### src/rtl/store_merge_unit.sv
// store_merge_unit
// Store-side partner of the load byte-extraction path. Takes word and byte
// stores from the core and writes them to a word-organised data memory.
// Byte stores normally read the target word, replace one lane and write it
// back. Lane 0 is bits 7:0 and lane 3 is bits 31:24.
//
// Optional feature macro: STORE_BYTE_MASK_EN
//   When defined, the memory port gains byte enables (mem_be). Byte stores then
//   write straight through with a one-hot mask and skip the read phase.
//
// Ports:
//   clk, reset         rising-edge clock, asynchronous active-high reset
//   req_valid/ready    store request handshake (ready only while idle)
//   addr, wdata        byte address and store data (byte stores use wdata[7:0])
//   store_select       0 = word store, 1 = byte store
//   done               one-cycle pulse in the cycle the memory write occurs
//   mem_addr           word-aligned memory address
//   mem_re, mem_rdata  read strobe and read data (data valid one cycle later)
//   mem_we, mem_wdata  write strobe and write data
//   mem_be             byte write enables (STORE_BYTE_MASK_EN only)
module store_merge_unit #(
    parameter int unsigned ADDR_W = 32
) (
    input  logic              clk,
    input  logic              reset,
    input  logic              req_valid,
    output logic              req_ready,
    input  logic [ADDR_W-1:0] addr,
    input  logic [31:0]       wdata,
    input  logic              store_select,
    output logic              done,
    output logic [ADDR_W-1:0] mem_addr,
    output logic              mem_re,
    input  logic [31:0]       mem_rdata,
    output logic              mem_we,
    output logic [31:0]       mem_wdata
`ifdef STORE_BYTE_MASK_EN
    ,
    output logic [3:0]        mem_be
`endif
);

    localparam int unsigned DATA_W = 32;
    localparam int unsigned LANE_W = 8;
    localparam int unsigned LANES  = DATA_W / LANE_W;
    localparam int unsigned OFS_W  = 2;

    typedef enum logic [1:0] {
        S_IDLE = 2'd0,
        S_RD   = 2'd1,
        S_WAIT = 2'd2,
        S_WR   = 2'd3
    } state_t;

    state_t              state;
    state_t              state_nx;

    // Request context captured at acceptance, needed for the merge
    logic [OFS_W-1:0]    offset_q;
    logic [OFS_W-1:0]    offset_nx;
    logic [LANE_W-1:0]   byte_q;
    logic [LANE_W-1:0]   byte_nx;

    // Next values of the registered outputs
    logic                req_ready_nx;
    logic                done_nx;
    logic                mem_re_nx;
    logic                mem_we_nx;
    logic [ADDR_W-1:0]   mem_addr_nx;
    logic [DATA_W-1:0]   mem_wdata_nx;
`ifdef STORE_BYTE_MASK_EN
    logic [LANES-1:0]    mem_be_nx;
`endif

    // Replace lane ofs of word with b, keeping the other lanes
    function automatic logic [DATA_W-1:0] merge_lane(
        input logic [DATA_W-1:0] word,
        input logic [LANE_W-1:0] b,
        input logic [OFS_W-1:0]  ofs
    );
        logic [DATA_W-1:0] r;
        r = word;
        for (int i = 0; i < int'(LANES); i++) begin
            if (ofs == OFS_W'(i)) begin
                r[i*LANE_W +: LANE_W] = b;
            end
        end
        return r;
    endfunction

    // State and captured-context registers
    always_ff @(posedge clk or posedge reset) begin
        if (reset) begin
            state    <= S_IDLE;
            offset_q <= '0;
            byte_q   <= '0;
        end else begin
            state    <= state_nx;
            offset_q <= offset_nx;
            byte_q   <= byte_nx;
        end
    end

    // Next-state and next-output decode
    always_comb begin
        state_nx     = state;
        offset_nx    = offset_q;
        byte_nx      = byte_q;
        mem_addr_nx  = mem_addr;
        mem_wdata_nx = mem_wdata;
`ifdef STORE_BYTE_MASK_EN
        mem_be_nx    = '0;
`endif

        case (state)
            S_IDLE: begin
                if (req_valid) begin
                    offset_nx   = addr[OFS_W-1:0];
                    byte_nx     = wdata[LANE_W-1:0];
                    // Low address bits never reach memory; the write is word aligned
                    mem_addr_nx = {addr[ADDR_W-1:OFS_W], OFS_W'(0)};
                    if (store_select) begin
`ifdef STORE_BYTE_MASK_EN
                        state_nx     = S_WR;
                        mem_wdata_nx = DATA_W'(wdata[LANE_W-1:0]) << {addr[OFS_W-1:0], 3'b000};
                        mem_be_nx    = LANES'(1) << addr[OFS_W-1:0];
`else
                        state_nx     = S_RD;
`endif
                    end else begin
                        state_nx     = S_WR;
                        mem_wdata_nx = wdata;
`ifdef STORE_BYTE_MASK_EN
                        mem_be_nx    = '1;
`endif
                    end
                end
            end
            S_RD: begin
                state_nx = S_WAIT;
            end
            S_WAIT: begin
                // Read data is valid now; the merged word becomes the write data
                state_nx     = S_WR;
                mem_wdata_nx = merge_lane(mem_rdata, byte_q, offset_q);
            end
            S_WR: begin
                state_nx = S_IDLE;
            end
            default: begin
                state_nx = S_IDLE;
            end
        endcase

        // Strobes are decoded from the upcoming state so they are registered
        req_ready_nx = (state_nx == S_IDLE);
        mem_we_nx    = (state_nx == S_WR);
        done_nx      = (state_nx == S_WR);
`ifdef STORE_BYTE_MASK_EN
        mem_re_nx    = 1'b0;
`else
        mem_re_nx    = (state_nx == S_RD);
`endif
    end

    // Output registers; reset drops the strobes immediately
    always_ff @(posedge clk or posedge reset) begin
        if (reset) begin
            req_ready <= 1'b1;
            done      <= 1'b0;
            mem_re    <= 1'b0;
            mem_we    <= 1'b0;
            mem_addr  <= '0;
            mem_wdata <= '0;
        end else begin
            req_ready <= req_ready_nx;
            done      <= done_nx;
            mem_re    <= mem_re_nx;
            mem_we    <= mem_we_nx;
            mem_addr  <= mem_addr_nx;
            mem_wdata <= mem_wdata_nx;
        end
    end

`ifdef STORE_BYTE_MASK_EN
    // Byte enables are only non-zero during the write cycle
    always_ff @(posedge clk or posedge reset) begin
        if (reset) begin
            mem_be <= '0;
        end else begin
            mem_be <= mem_be_nx;
        end
    end
`endif

    // Read and write strobes are mutually exclusive
    a_re_we_excl: assert property (@(posedge clk) disable iff (reset) !(mem_re && mem_we));

endmodule
### config.mk
export PLATFORM = sky130hd
export DESIGN_NAME = store_merge_unit
export DESIGN_NICKNAME = d
export VERILOG_FILES = /design/src/rtl/store_merge_unit.sv
export SDC_FILE = /design/constraint.sdc
export NUM_CORES = 1
export LEC_CHECK = 0
export CAP_MARGIN = 20
export CELL_PAD_IN_SITES_DETAIL_PLACEMENT = 0
export CELL_PAD_IN_SITES_GLOBAL_PLACEMENT = 2
export CORE_MARGIN = 10
export CORE_UTILIZATION = 27
export CTS_BUF_LIST = sky130_fd_sc_hd__clkbuf_16
export DETAILED_ROUTE_END_ITERATION = 10
export GPL_ROUTABILITY_DRIVEN = 1
export PLACE_DENSITY = 0.85
export SYNTH_ARGS = -nofsm -noshare
export SYNTH_HDL_FRONTEND = slang
export SYNTH_SLANG_ARGS = --single-unit
export TNS_END_PERCENT = 1
### constraint.sdc
create_clock -name clk -period 5.3 [get_ports clk]
set_input_delay 0.795 -clock clk [delete_from_list [all_inputs] [get_ports clk]]
set_output_delay 0.795 -clock clk [all_outputs]
set_load 0.005 [all_outputs]
==> metrics.md <==
| Metric | Value |
|---|---|
| Die X | around 140 um |
| Row Count | 42 |
| Post-synth EDFFs | 0 |
| Post-CTS sizing | 0 |
| Port Buffer Count | ~170 |
| Switching pwr | 1.209 mW |
| Slowest cell on crit path | ha_2 |
| Worst reg2reg path endpoint | mem_we |
| I/O pins | 168 |
| CTS buffer count | 9 |
| Routed WL | between 10000 and 15000 um |
| Synth Area in Compound Gates | a little over a fifth |
| Worst r2r src | state[0] |
| Worst path bufs/invs | 2 |
| CP endpoint kind | flop |
| CTS tree | yes |
| Clk buf depth | 2 |
| Hold Buf Count CTS | 0 |
| Status | finished, final reports clean |
| Logic pwr share | ~50% |
| Final setup viols | 0 |
| H-tree levels | 3 |
| Worst-path cell chain | inv_1 -> ha_2 -> inv_1 -> o21ai_0 -> and2_1 |
| Wire length of the first global-routing pass | between 20000 and 25000 um |
| Die area | 0.01895 mm2 |
| Flops & latches, synth | between 70 and 80 |
| Worst skew pair latency | ~0.34 ns |
| Max frequency | around 390 MHz |
| Worst Path Required | around 5.6 ns |
| Post-layout min period | approximately 2.5 ns |
| DRT Pass-1 Iters | 4 |
| Share of layout cells above drive strength 1 | ~14% |
| Crit path launch type | flop |
| Via density | approximately 5 |
| Crit-path most repeated cell | inv_1 |
| Simple-gate portion of the synthesized area | between 7 and 8% |
| Most frequent cell after synthesis | dfrtp_1 |
| Switching Fraction | a little over a third |
| Main combinational cell family by area after synthesis | compound AO/OA/AOI/OAI gates |
| RSZ-0062 raised after global routing | false |
| Delay-heaviest family, CP | adder cells |
| Relative slew slack | 33.30% |
| Mapped Cells | between 300 and 400 |
| Reg-to-reg slack, setup | 2.76 ns |
| Post-synthesis sequential area ratio | between 50 and 60% |
| Tightest Hold Check Type | reg -> reg |
| Yosys warns | 0 |
| Gpl congestion | approximately 0.79 |
| Clk network pwr share | approximately 18% |
| Leak Pwr | roughly 2.4 nW |
| Worst-path fanout max | between 40 and 50 |
| Fin util | between 40% and 50% |
| Initial Util | 27.89% |
| Final period util | a little under half |
| Total gr overflow | 0 |
| Clock root cell | clkbuf_16 |
| Crit path kind | reg -> reg |
| Post-synth top flop | dfrtp_1 |
| Hold path depth | 1 |
| Max Clock Skew | between 0.007 and 0.008 ns |
| Internal power | about 2.2 mW |
| Slew Limit Fails | 0 |
| Vias in the first global route | 3510 |
| Synth top area cells | dfrtp_1 51%, mux2_2 12%, o2bb2ai_1 7.5% |
| Synth top area share | about half |
| Arrival time at the worst endpoint | approximately 2.8 ns |
| Commonest cells post-synth | 76 x dfrtp_1, 40 x mux2_2, 32 x o22ai_1, 32 x o2bb2ai_1, 24 x a211oi_1 |
| Max incr delay on CP | 0.72 ns |
| Fin nets | 561 |
| Initial antenna violation count | 2 |
| Worst slew pin tran | approximately 1 ns |
| Total power | ~3.4 mW |
| Setup repair bufs after CTS | 0 |
| Avg WL per Cell | 20.42 um |
| Sequential fraction of design power | about a third |
| Min-delay src | mem_wdata[8] |
| Global-route usage over all layers | between 10% and 20% |
| Mux contribution to synthesized area | about an eighth |
| Post-synth top area cell | dfrtp_1 |
| Async SR Flop Fraction | 100.0% |
| Adder-cell share of the synthesized area | approximately 1% |
| Pwr/cell area | just under 600 mW/mm2 |
| Max cap viols | 0 |
| Die Ht | between 100 and 150 um |
| Maximum number of pins on one net before global-route repair | 50 |
| Via Count | about 3200 |
| DP HPWL | ~9500 um |
| CTS clk-pin slew, worst paths | about 0.060 ns |
| Drt drc | 0 |
| Initial DRC Count | around 170 |
| R2R cell count | 5 |
| Setup TNS | 0 ns |
| Hold worst-path end | mem_wdata[8] |
| Synth unique cells | 27 |
| Core Region | approximately 0.013 mm2 |
| Worst VDD drop | around 0.22 mV |
| Synth Area in XOR/XNOR | 0% |
| Syn Std Cell Area | 0.003737 mm2 |
| Post-route antenna net violation count | 0 |
| Final hold violations | 0 |
| Layout area overhead | 53.63% |
| Avg Cell Area, Syn | 11.98 um2 |
| Sink Count | slightly below 80 |
layout by cell type (no fill, tap or decap):
cell type	n
conb_1	2
dfstp_2	1
dfrtp_1	76
a31oi_1	1
ha_1	2
and3b_1	16
clkdlybuf4s50_1	165
bufinv_16	1
nand2_2	2
nor2_8	1
nor2b_1	1
and2_1	1
diode_2	1
and3b_2	1
and3_1	8
inv_1	12
o22ai_1	32
ha_2	1
nor2_1	2
and2b_1	1
buf_4	4
o2bb2ai_1	32
o311a_1	8
clkbuf_16	9
nand2b_1	4
o21ai_0	10
a211oi_1	24
mux2_2	40
clkinv_2	5
clkinv_1	1
worst max-delay path by stage:
| stage | to | slack, ns | from | depth (start not counted) |
|---|---|---|---|---|
| CTS | mem_we | 2.74 | state[0] | 5 |
| floorplan | byte_q[0] | 2.54 | reset | 1 |
| finish | mem_we | 2.76 | state[0] | 5 |
| global placement | mem_wdata[16] | 2.71 | req_valid | 4 |
| detailed placement | mem_wdata[16] | 2.67 | req_valid | 4 |
| global route | mem_re | 2.44 | state[0] | 5 |
kinds of logic (layout without fill, tap and decap cells):
group                      Yosys count  in the layout
AOI/OAI and AO/OA                  107            107
adders and majority gates            3              3
buffers and inverters               47            197
DFF                                 77             77
muxes                               40             40
other                                1              3
and+or+nand+nor                     37             37
area by class of cell:
class,count,area (um2)
antenna,1,2.502
clock buffer,9,225.2
clock inverter,7,57.56
fill,1299,7659
inverter,12,46.29
multi-input combinational,189,1580
sequential,77,1928
tap,176,220.2
timing repair buffer,169,1682
flip-flops by register name (all words and copies together), names as in the netlist:
signal / count
req_ready: 1
offset_q: 2
mem_wdata: 32
mem_re: 1
mem_we: 1
state: 2
mem_addr: 30
byte_q: 8
stage by stage:
step / std cells / cell area [um2] / hold slack (ns) / setup slack (ns)
floorplan: 313 / 3741 / 0.4794 / 2.540
global placement: 623 / 5456 / 0.4757 / 2.706
detailed placement: 623 / 5456 / 0.4735 / 2.670
CTS: 639 / 5739 / 0.4903 / 2.744
global route: 639 / 5739 / 0.5087 / 2.441
finish: 640 / 5742 / 0.4864 / 2.760
power groups by stage:
stage / clock network [mW] / logic, mW / registers [mW]
after floorplan: 0 / 0.940 / 1.08
after global placement: 0 / 1.68 / 1.11
after detailed placement: 0 / 1.72 / 1.11
final: 0.598 / 1.70 / 1.11
after global routing: 0.646 / 1.87 / 1.15
after CTS: 0.622 / 1.73 / 1.11
metal layers:
| metal | wire (um) | vias up | GRT usage, % |
|---|---|---|---|
| li1 | - | 1477 | - |
| met1 | 5520 | 1538 | 16.70 |
| met2 | 5824 | 134 | 20.84 |
| met3 | 1546 | 17 | 7.393 |
| met4 | 178 | 0 | 3.923 |
| met5 | 0 | - | 0 |
Power figures use the tool's default switching activity.
==> RTL edit 1 (same settings) <==
Change the parameter `ADDR_W` from 32 to 24.
--- a/src/rtl/store_merge_unit.sv
+++ b/src/rtl/store_merge_unit.sv
@@ -19,7 +19,7 @@
 //   mem_we, mem_wdata  write strobe and write data
 //   mem_be             byte write enables (STORE_BYTE_MASK_EN only)
 module store_merge_unit #(
-    parameter int unsigned ADDR_W = 32
+    parameter int unsigned ADDR_W = 24
 ) (
     input  logic              clk,
     input  logic              reset,
Interface: changed (resized addr and mem_addr); port bits go from 168 to 152. The function was not compared with the original's and may differ.
==> RTL edit 1 against the unedited design <==
Area after synthesis fell by 8.3%. Critical endpoint is now mem_wdata[2]. Power fell by 9.1%. Routed wire length shrank 7.6%. Worst setup slack better by 130 ps. Sequential cell count is 8 lower. Final cell count shrank 5.0%. Clock power shrank 11%. Non-clock buffer count down 13. Highest routed layer unchanged. Synthesized cell count fell by 5.4%. Design area shrank 8.1%. Maximum frequency rose by 5.5%. Via count is 7.6% lower. Core utilization down 0.71 points.
==> RTL edit 1: results (changes against the unedited design) <==
| Metric | Value |
|---|---|
| Final-layout clock-cell area share | `4.93% (+0.0099 points)` |
| Site Rows | `41 (-2.4%)` |
| Placed Area | `0.00501 mm2 (-8.2%)` |
| Gp weighted congestion | `0.734 (-7.0%)` |
| Ys Warns | `0 (unchanged)` |
| Fin util | `42.1% (-0.71 points)` |
| Pre-CTS setup slack | `2550 ps (-119 ps)` |
| Port buffer count | `149 (-9.7%)` |
| First-pass GRT wire length | `18.7 mm (-7.7%)` |
| Sequential Area | `0.00173 mm2 (-10%)` |
| Met3 usage in global routing | `7.04% (-0.35 points)` |
| Vias in the first global route | `3204 (-8.7%)` |
| Crit path max fanout | `33 (-21%)` |
| R2R depth | `7 (+2)` |
| Met2 wire len | `5.50 mm (-5.6%)` |
| Largest net degree at the start of global routing | `70 (+40%)` |
| N_diodes | `2 (+1)` |
| #FFs+latches synth | `69 (-10%)` |
| Post_cts resized | `0 (unchanged)` |
| Non-clock buffer count | `156 (-7.7%)` |
| Root buf cell | `clkbuf_16` |
| Max Freq | `415 MHz (+5.5%)` |
| Post-synthesis sequential area ratio | `50.4% (-1.2 points)` |
| RR Endpoint | `mem_wdata[2]` |
| Run status | `finished, final reports clean` |
| Yosys cell types | `26 (-3.7%)` |
| Buffering overhead | `29.3% (about the same)` |
| Final Skew | `8.12 ps (+1.09 ps)` |
| Via count | `2924 (-7.6%)` |
| GR Util met2 | `20.5% (-0.34 points)` |
| Layout Nets | `524 (-6.6%)` |
| Leakage power | `0.00216 uW (-8.5%)` |
| Ranking of synthesized cells by area | `dfrtp_1, mux2_2, o2bb2ai_1` |
| Arrival @ worst endpoint | `2650 ps (-170 ps)` |
| Final Slew Violations | `0 (unchanged)` |
| Non-filler instance count after layout | `608 (-5.0%)` |
| Worst Setup SP | `req_valid` |
| Global-route usage over all layers | `13.3% (-0.51 points)` |
| Share of cells above drive strength 1 | `12.9% (-1.1 points)` |
| Initial DRC count | `149 (-9.7%)` |
| Post-Route M1 WL | `5.11 mm (-7.4%)` |
| Slew HR | `39.2% (+5.9 points)` |
| Mapped Cells | `295 (-5.4%)` |
| Multi-In Gates | `181 (-4.2%)` |
| Top flop regs | `mem_wdata (32), mem_addr (22), byte_q (8)` |
| Final-layout fill cell count | `1240 (-4.5%)` |
| HP Start | `mem_wdata[1]` |
| Peak VDD IR | `0.261 mV (+17%)` |
| R2r setup slk | `2990 ps (+230 ps)` |
| Post-CTS Repair Setup Buffers | `0 (unchanged)` |
| Commonest cells post-synth | `dfrtp_1, mux2_2, o22ai_1, o2bb2ai_1, a211oi_1` |
| WL per Instance | `19.9 um (-2.8%)` |
| Count of non-CTS inverters in the layout | `12 (unchanged)` |
| HPWL after detailed placement | `8.71 mm (-8.2%)` |
| Bufs on Longest Clock Path | `2 (unchanged)` |
| Grt met1 use | `15.8% (-0.89 points)` |
| Placed insts | `590 (-5.3%)` |
| Met3 wire length | `1.39 mm (-10%)` |
| Fraction of area in multi-input gates | `28.0% (+0.47 points)` |
## RTL edit 1: cell count changes after synthesis, sizes merged
cell,delta
nor2b,+1
buf,-4
dfrtp,-8
clkbuf,+3
and2b,-1
mux2,-8
## RTL edit 1: worst min-delay path by stage
stage	endpoint	cells after the start	slack [ps]
after floorplan	mem_wdata[0]	1	480
after global placement	mem_wdata[5]	1	470
after detailed placement	mem_wdata[21]	1	480
after CTS	mem_wdata[1]	1	490
after global routing	mem_wdata[28]	1	510
final	mem_wdata[1]	1	490
## RTL edit 1: logic make-up after synthesis
kind of cell	share of synthesized area, %
AOI/OAI and AO/OA	23.2
buffers and inverters	6.72
other	0.109
DFF	50.4
muxes	10.5
and+or+nand+nor	7.92
adders and majority gates	1.10
## RTL edit 1: critical path, cell delays in order
cell,delay [ps]
clkdlybuf4s50_1,470
and3b_1,210
buf_4,260
nor2_4,700
o2bb2ai_1,200
## RTL edit 1: power by group
group,internal [uW],switching (uW)
combinational,857,704
clock,309,226
sequential,804,199
==> RTL edit 2 (config.mk and constraints unchanged) <==
Without the edit above. Encoding of `state_t`: now one-hot (4 bits for 4 states).
--- a/src/rtl/store_merge_unit.sv
+++ b/src/rtl/store_merge_unit.sv
@@ -45,11 +45,11 @@
     localparam int unsigned LANES  = DATA_W / LANE_W;
     localparam int unsigned OFS_W  = 2;
 
-    typedef enum logic [1:0] {
-        S_IDLE = 2'd0,
-        S_RD   = 2'd1,
-        S_WAIT = 2'd2,
-        S_WR   = 2'd3
+    typedef enum logic [3:0] {
+        S_IDLE = 4'b0001,
+        S_RD   = 4'b0010,
+        S_WAIT = 4'b0100,
+        S_WR   = 4'b1000
     } state_t;
 
     state_t              state;
Check against the original RTL: same outputs for any inputs over 10 cycles, from zero or initial values and one cycle with reset high; not proved beyond that.
==> RTL edit 2 against the unedited design <==
Sequential cell count up 2. Die area up 1.2%. Worst setup slack got worse by 440 ps. Routed wire length shrank 4.4%. Global-route usage decreased by 1.0 points. Area after synthesis is 1.4% higher. Core utilization shrank 0.45 points. Combinational power is 16% lower. Highest routed layer unchanged. Design area increased by 2.1%. Power down 6.4%. Critical path depth did not move.
==> RTL edit 2: results (changes against the unedited design) <==
| Metric | Value |
|---|---|
| Largest net degree at the start of global routing | `60 (+20%)` |
| Multi-In Gates | `159 (-16%)` |
| CP max-delay cell | `and2b_4` |
| Leakage power | `0.00258 uW (+9.7%)` |
| Commonest cells post-synth | `dfrtp_1, mux2_4, inv_1` |
| Hold Path Cell Cnt | `1 (unchanged)` |
| Asr flop ratio synth | `100% (unchanged)` |
| Peak VDD IR | `0.184 mV (-18%)` |
| R2R depth | `4 (-1)` |
| HPWL after detailed placement | `9.18 mm (-3.2%)` |
| Share of cells above drive strength 1 | `13.8% (-0.25 points)` |
| Final-layout fill cell count | `1316 (+1.3%)` |
| CP peak stage delay | `790 ps (+70 ps)` |
| RR Endpoint | `mem_addr[11]` |
| CP top delay family | `simple AND/OR/NAND/NOR gates` |
| Arrival @ worst endpoint | `3200 ps (+380 ps)` |
| GR Util met2 | `21.1% (+0.22 points)` |
| Ranking of synthesized cells by area | `dfrtp_1, mux2_4, mux2i_1` |
| Met2 wire len | `6.07 mm (+4.3%)` |
| Core area | `0.0138 mm2 (+3.2%)` |
| Fraction of area in multi-input gates | `25.9% (-1.7 points)` |
| Slew HR | `41.4% (+8.1 points)` |
| Final Skew | `5.71 ps (-1.32 ps)` |
| Global-route usage over all layers | `12.8% (-1.0 points)` |
| CTS Buf Count | `9 (unchanged)` |
| Mux cell area share after synthesis | `24.1% (+12 points)` |
| Initial antenna violation count | `0 (-2)` |
| Worst Hold End | `mem_addr[10]` |
| Post-Synth Adder-Cell Area | `0% (-1.0 points)` |
| Post-synthesis sequential area ratio | `52.2% (+0.66 points)` |
| Yosys cell types | `26 (-3.7%)` |
| Port buffer count | `165 (unchanged)` |
| Count of non-CTS inverters in the layout | `34 (+22)` |
| Non-clock buffer count | `170 (+0.59%)` |
| Vias in the first global route | `3345 (-4.7%)` |
| Compound-cell area share of the yosys netlist | `8.39% (-13 points)` |
| Post-Route M1 WL | `5.32 mm (-3.6%)` |
| FF-to-FF Start | `state[0]` |
| First-pass GRT wire length | `19.8 mm (-2.5%)` |
| Run status | `finished, final reports clean` |
| Met3 usage in global routing | `4.11% (-3.3 points)` |
| Placed Area | `0.00556 mm2 (+1.9%)` |
| Layout Nets | `553 (-1.4%)` |
| Via count | `2977 (-6.0%)` |
| HP Start | `mem_addr[10]` |
| Bufs on Longest Clock Path | `2 (unchanged)` |
| Grt met1 use | `15.4% (-1.3 points)` |
| Clock Latency Late Sink | `between 300 and 400 ps` |
| Gp weighted congestion | `0.737 (-6.7%)` |
| Met3 wire length | `922 um (-40%)` |
| Buffering overhead | `29.2% (-0.13 points)` |
| Final-layout clock-cell area share | `5.17% (+0.24 points)` |
| Sequential fraction of total cell area | `33.8% (+0.19 points)` |
| Num sequential | `79 (+2.6%)` |
| N_diodes | `0 (-1)` |
| WL final | `12.5 mm (-4.4%)` |
| R2r setup slk | `2800 ps (+40 ps)` |
| Initial DRC count | `232 (+41%)` |
==> RTL edit 2: per-stage QoR <==
stage	util, %	hold slack [ps]	std cells	setup WS (ps)	power (uW)
6_report	42.4	496	637	2320	3190
5_1_grt	42.4	513	637	2190	3400
4_1_cts	42.4	505	637	2290	3240
3_5_place_dp	40.2	487	622	1940	2580
3_3_place_gp	40.0	470	621	1990	2540
2_1_floorplan	-	457	295	2480	1850
==> RTL edit 2: power by group <==
group,switching (uW),internal (uW)
Combinational,502,922
Clock,240,405
Sequential,225,897
==> RTL edit 2: how the worst max path moves through the flow <==
stage	from	endpoint	slack, ps	cells after the start
final	req_valid	mem_addr[11]	2320	5
after global routing	req_valid	mem_addr[11]	2190	5
after CTS	req_valid	mem_addr[11]	2290	5
after detailed placement	req_valid	mem_addr[10]	1940	5
after global placement	req_valid	mem_addr[10]	1990	5
after floorplan	reset	byte_q[0]	2480	1
